**src/rtl/bcd_xs3_seq_ctrl.sv**
```systemverilog
// bcd_xs3_seq_ctrl: multi-digit BCD to Excess-3 via one shared digit converter, LSD first; BCD_XS3_ERR_CHECK_EN adds a range check
module bcd_xs3_seq_ctrl #(
  parameter int DIGITS = 4,
  parameter int IDX_W  = 4
) (
  input  logic                  clk,
  input  logic                  rst_n,
  input  logic                  in_valid,
  output logic                  in_ready,
  input  logic [4*DIGITS-1:0]   in_bcd,
  output logic                  out_valid,
  input  logic                  out_ready,
  output logic [4*DIGITS-1:0]   out_xs3,
  output logic                  busy,
  output logic                  err
);
  typedef enum logic [1:0] {IDLE, CONV, DONE} state_t;
  state_t state, state_nx;
  logic [4*DIGITS-1:0] src;
  logic [IDX_W-1:0] idx;
  logic [3:0] dig, xs3;
  logic last, accept;
  assign dig = src[4*idx +: 4];
  assign last = idx == IDX_W'(DIGITS - 1);
  assign accept = state == IDLE && in_valid;
`ifdef BCD_XS3_ERR_CHECK_EN
  logic bad;
  assign bad = dig > 4'd9;
  assign xs3 = bad ? 4'd0 : dig + 4'd3;
  always_ff @(posedge clk or negedge rst_n)
    if (!rst_n) err <= 1'b0;
    else if (accept) err <= 1'b0;
    else if (state == CONV) err <= err | bad;
`else
  assign xs3 = dig + 4'd3;
  assign err = 1'b0;
`endif
  always_ff @(posedge clk or negedge rst_n)
    if (!rst_n) state <= IDLE;
    else state <= state_nx;
  always_comb
    state_nx = state == IDLE ? (in_valid ? CONV : IDLE) :
               state == CONV ? (last ? DONE : CONV) :
               (out_ready ? IDLE : DONE);
  always_comb begin
    in_ready = state == IDLE;
    busy = state != IDLE;
    out_valid = state == DONE;
  end
  always_ff @(posedge clk or negedge rst_n)
    if (!rst_n) begin
      src <= '0;
      idx <= '0;
      out_xs3 <= '0;
    end else if (accept) begin
      src <= in_bcd;
      idx <= '0;
      out_xs3 <= '0;
    end else if (state == CONV) begin
      out_xs3[4*idx +: 4] <= xs3;
      idx <= last ? '0 : idx + 1'b1;
    end
endmodule

```
**config.mk**
```make
export PLATFORM = sky130hd
export DESIGN_NAME = bcd_xs3_seq_ctrl
export DESIGN_NICKNAME = d
export VERILOG_FILES = /design/src/rtl/bcd_xs3_seq_ctrl.sv
export SDC_FILE = /design/constraint.sdc
export NUM_CORES = 1
export LEC_CHECK = 0
export BUFFER_PORTS_ARGS = -buffer_cell sky130_fd_sc_hd__buf_2
export CORE_ASPECT_RATIO = 1.4
export CORE_UTILIZATION = 44
export CTS_CLUSTER_SIZE = 8
export DETAILED_ROUTE_END_ITERATION = 16
export PLACE_DENSITY_LB_ADDON = 0.2
export SYNTH_ARGS = -nofsm -noshare
export SYNTH_HDL_FRONTEND = slang
export SYNTH_SLANG_ARGS = --single-unit
```
**constraint.sdc**
```tcl
create_clock -name clk -period 2.35 [get_ports clk]
set_input_delay 0.1175 -clock clk [delete_from_list [all_inputs] [get_ports clk]]
set_output_delay 0.1175 -clock clk [all_outputs]
set_load 0.01 [all_outputs]
```
Word level (Yosys, flattened, before mapping)
Index checks and enable logic that the tools add are counted.

operators by class
  equality and inequality tests = 3
  multiplexer cells = 11
  shift operators = 3
  reductions and logical operators = 4
  add/subtract/negate cells = 3

operators with widths
  operator                   count
  $neg A6 Y34                1
  $shift A4 B34 Y16 const A  1
  $shiftx A4 B34 Y16         1
  $mux W16                   2
  $bwmux W16                 1
  $shiftx A16 B7 Y4          1
  $mux W4                    3
  $mux W2                    4
  $add A4 B1 Y4 const B      1
  $add A4 B2 Y4 const B      1
  $eq A4 B2 Y1 const B       1
  $reduce_bool A2 Y1         2
  $eq A2 B1 Y1 const B       1
  $eq A2 B2 Y1 const B       1
  $logic_not A2 Y1           1
  $logic_and A1 B1 Y1        1
  $mux W1                    1

word-level totals
  output and inout port bits = 20
  word-level logic and storage cells = 28
  input port bits = 20
  flip-flop bits (word level) = 38

Logic depth before layout (Yosys ltp)
  depth after elaboration = 6
  depth in mapped cells = 9
  depth with buffers taken out = 7

Worst setup path after synthesis
OpenSTA, ideal clock, no wires.

  path kind = register -> register
  from = register idx[0]
  to = register out_xs3[2]
  path buffers = 1
  clock period less this slack = 2.589 ns
  data required time = 2.231 ns
  library setup time = 0.119 ns
  slack = -0.239 ns
  data arrival time = 2.471 ns
  stages on the path, launching flop included = 8
  path through = dfrtp_1 > buf_4 > or3_2 > ha_1 > or4b_4 > a211oi_4 > mux2i_1 > nor2_1

between the ends
  cells in the longest elaborated chain, start to end = 6
  elaborated cells on any way between the ends = 8
  those cells by class = 2 x add/sub; 3 x shift; 3 x mux

RTL lines
  item                           line  RTL
  start, declared                20    logic [IDX_W-1:0] idx;
  start signal, assigned         61    idx <= last ? '0 : idx + 1'b1;
  $shiftx A16 B7 Y4              23    assign dig = src[4*idx +: 4];
  $add A4 B2 Y4                  35    assign xs3 = dig + 4'd3;
  $shiftx A4 B34 Y16             60    out_xs3[4*idx +: 4] <= xs3;
  $bwmux W16 (*)                 60
  $mux W16 (*)                   59    end else if (state == CONV) begin
  $mux W16 (*)                   55    end else if (accept) begin
  end signal, assigned by index  60
  end, declared                  13    output logic [4*DIGITS-1:0] out_xs3,

Mark *: on every way between the ends. The rest lies on a longest branch, timed or not. The select of a mux whose other input is x is not followed.
A chain may end at the register's enable or synchronous reset.

Worst setup path in the final report
  from = register idx[2]
  to = register out_xs3[1]

Same word-level chain as after synthesis.

==> impl_metrics.toml <==
[status]
status = "complete, no violations"

[clocking]
htree_num_levels = 2
cts_root_buf = "clkbuf_8"
clkLatencyLatePin_ns = 0.28
cts_sinks = 38
clockBufferDepth = 2
cts_buffers = 5
cts_tree = "built"
clkTransAtPathRegs_ns = 0.07

[sta]
timing.final.crit_share_pct = 95.38
rsz0062_at_grt = "no"
hold_viol_final = 0
slew_headroom_pct = 44.24
setup_tns_ns = 0
fmax_mhz = 446.1
maxSlewViolCount = 0
worstMarginPinSlew_ns = 0.8364
finClkSkew_ns = 0.003550
fin_crit_ns = 2.241
finalSetupViolCount = 0

[setup_path]
crit_type = "flip-flop to flip-flop"
endpoint = "out_xs3[1]$_DFFE_PN0P_"
reg2reg_from = "idx[2]$_DFFE_PN0P_"
crit_required_ns = 2.56
r2r_cells = 7
reg2reg_to = "out_xs3[1]$_DFFE_PN0P_"
worstSetupEndpointType = "flip-flop"
critPathMaxFanout = 3
reg2reg_slack_ns = 0.11
start_kind = "flip-flop"
worstSetupStartpoint = "idx[2]$_DFFE_PN0P_"
cp.arrival_ns = 2.45

[layout]
antenna_cells = 0
nNetsFinal = 259
multiInputGateArea_um2 = 839.6
layout-drive-gt1-share_pct = 27.97
synthToLayoutAreaGrowth_pct = 20.23
layout_common_cells = "67 x nand2_1, 38 x buf_2, 37 x dfrtp_1"
regArea_um2 = 952.2
n_fill_cell = 373
final_common_cell = "nand2_1"

[yosys]
synthCells = 191
syn_area_um2 = 1831
ys_ff_latch = 38
synth_cell_types = 30
ys_seq_area_share_pct = 51.95
synth.avg_cell_area_um2 = 9.584
ys_top_cells_by_area = "dfrtp_1 52%, nand2_1 14%, mux4_2 4.9%"
synth_warnings = 0
synth_top_cell_by_area = "dfrtp_1"
yosys.area.top_type_share_pct = 51.95
synth_nets = 215

[route]
dr_wl_met2_mm = 1.853
firstDrtPassIters = 5
wl_mm = 3.519
maxUsedRoutingLayer = "met4"
wl_per_cell_um = 12.61
drt-initial-drc-count = 32
wl_met1_mm = 1.484
num_vias = 1414
ant_nets = 0
drcViolationCount = 0
dr_wl_met3_um = 139
viasPerCell = 5.068

[floorplan]
die_area_um2 = 4426
boundaryPins = 40
die_h_um = 78.32
core_area_um2 = 3953
die_w_um = 56.51
initial_core_util_pct = 46.31
row_count = 27

[worst_hold_path]
hold_class = "primary input to flip-flop"

[power]
powerDensity_nw_per_um2 = 1327
total_power_w = 0.002921
peakVddDrop_v = 0.0007091
p_leak_nw = 1.130

[grt]
grt_pass1_wl_mm = 6.182
grt_pass1_vias = 1439
track_usage_pct = 18.04
antenna_found_initial = 0
grt_overflow = 0
grt_max_degree = 39

[run]
maxCapViolCount = 0

[place]
port_buffers = 38
gp_congestion = 0.7908
dp_hpwl_mm = 2.591
[final cells by class]
type	count	area share [%]
Clock buffer	8	3.638
Sequential cell	38	43.26
Multi-Input combinational cell	139	38.15
Tap cell	43	2.445
Timing Repair Buffer	47	11.82
Inverter	4	0.6822
[critical path: stages (launching register included)]
cell	delay (ns)
dfrtp_1	0.38
or3_4	0.40
ha_4	0.17
nor3b_4	0.16
or4b_4	0.49
a211oi_4	0.24
buf_4	0.17
mux2i_1	0.16
[cell families (layout without fill, tap and decap cells)]
group | Yosys count | after routing | share of synthesized area, %
and+or+nand+nor | 100 | 100 | 24.20
buffers and inverters | 14 | 59 | 3.691
adders and majority gates | 4 | 4 | 2.734
xor gates and xnor gates | 3 | 3 | 1.436
other | 1 | 1 | 0.2049
muxes | 11 | 11 | 8.749
DFF | 38 | 38 | 51.95
AOI/OAI and AO/OA | 20 | 20 | 7.040
[report_power, final]
group | internal, W | switching [W] | leakage [nW]
clock network | 0.000211 | 0.000202 | 0.0395
logic | 0.000642 | 0.000823 | 0.594
registers | 0.000905 | 0.000139 | 0.497
total | 0.00176 | 0.00116 | 1.13
[metal layers]
layer / up-vias / GRT usage, %
li1: 716 / -
met1: 655 / 19.85
met2: 39 / 32.12
met3: 4 / 4.283
met4: 0 / 8.537
met5: - / 0
[registers in the layout, summed over array words and instances (netlist names)]
register	cells
state	2
idx	4
out_xs3	16
src	16
[synth_stat cells]
library cell  instances
o21ai_0              13
dfrtp_1              38
and3_1                1
nor2b_1               2
or3b_2                1
nand2b_1              2
mux2i_1               7
or3_2                 1
nor3b_1               1
a211oi_4              1
a21bo_2               1
a21oi_1               1
and3_2                1
nand3_1              14
ha_1                  4
inv_1                 4
nor2_1                5
buf_4                 4
clkbuf_1              6
mux4_2                4
nand2_1              67
or2_2                 2
and2_1                1
xor2_1                1
nand3b_1              1
xnor2_1               2
conb_1                1
o22ai_1               1
or4b_4                1
o31ai_1               3
[what timing repair did]
item / in CTS / in global routing
hold endpoints to repair: 38 / 0
resized for setup: 0 / 1
setup buffers: 0 / 0
hold buffers: 1 / 0
setup endpoints to repair: 0 / 1
[worst min-delay path by stage]
stage | slack, ns | from | cells past startpoint | end
2_1_floorplan | -0.18 | rst_n | 0 | idx[0]$_DFFE_PN0P_
3_3_place_gp | 0.27 | rst_n | 1 | out_xs3[6]$_DFFE_PN0P_
3_5_place_dp | 0.26 | rst_n | 1 | out_xs3[10]$_DFFE_PN0P_
4_1_cts | 0.01 | in_bcd[10] | 3 | src[10]$_DFFE_PN0P_
5_1_grt | 0.01 | in_bcd[14] | 3 | src[14]$_DFFE_PN0P_
6_report | 0.02 | in_bcd[12] | 3 | src[12]$_DFFE_PN0P_
[stage by stage]
step                      setup WS, ns  instances  util [%]  hold WS, ns  area, um^2
after floorplan                0.01728        191         -      -0.1781        1858
after global placement          0.1402        270     53.24       0.2663        2105
after detailed placement        0.1127        270     53.24       0.2631        2105
after CTS                      0.09996        279     55.52      0.01222        2195
after global routing         0.0008809        279     55.68      0.01108        2201
final                           0.1085        279     55.68      0.02205        2201
No activity file was read; power rests on OpenSTA's default activity.
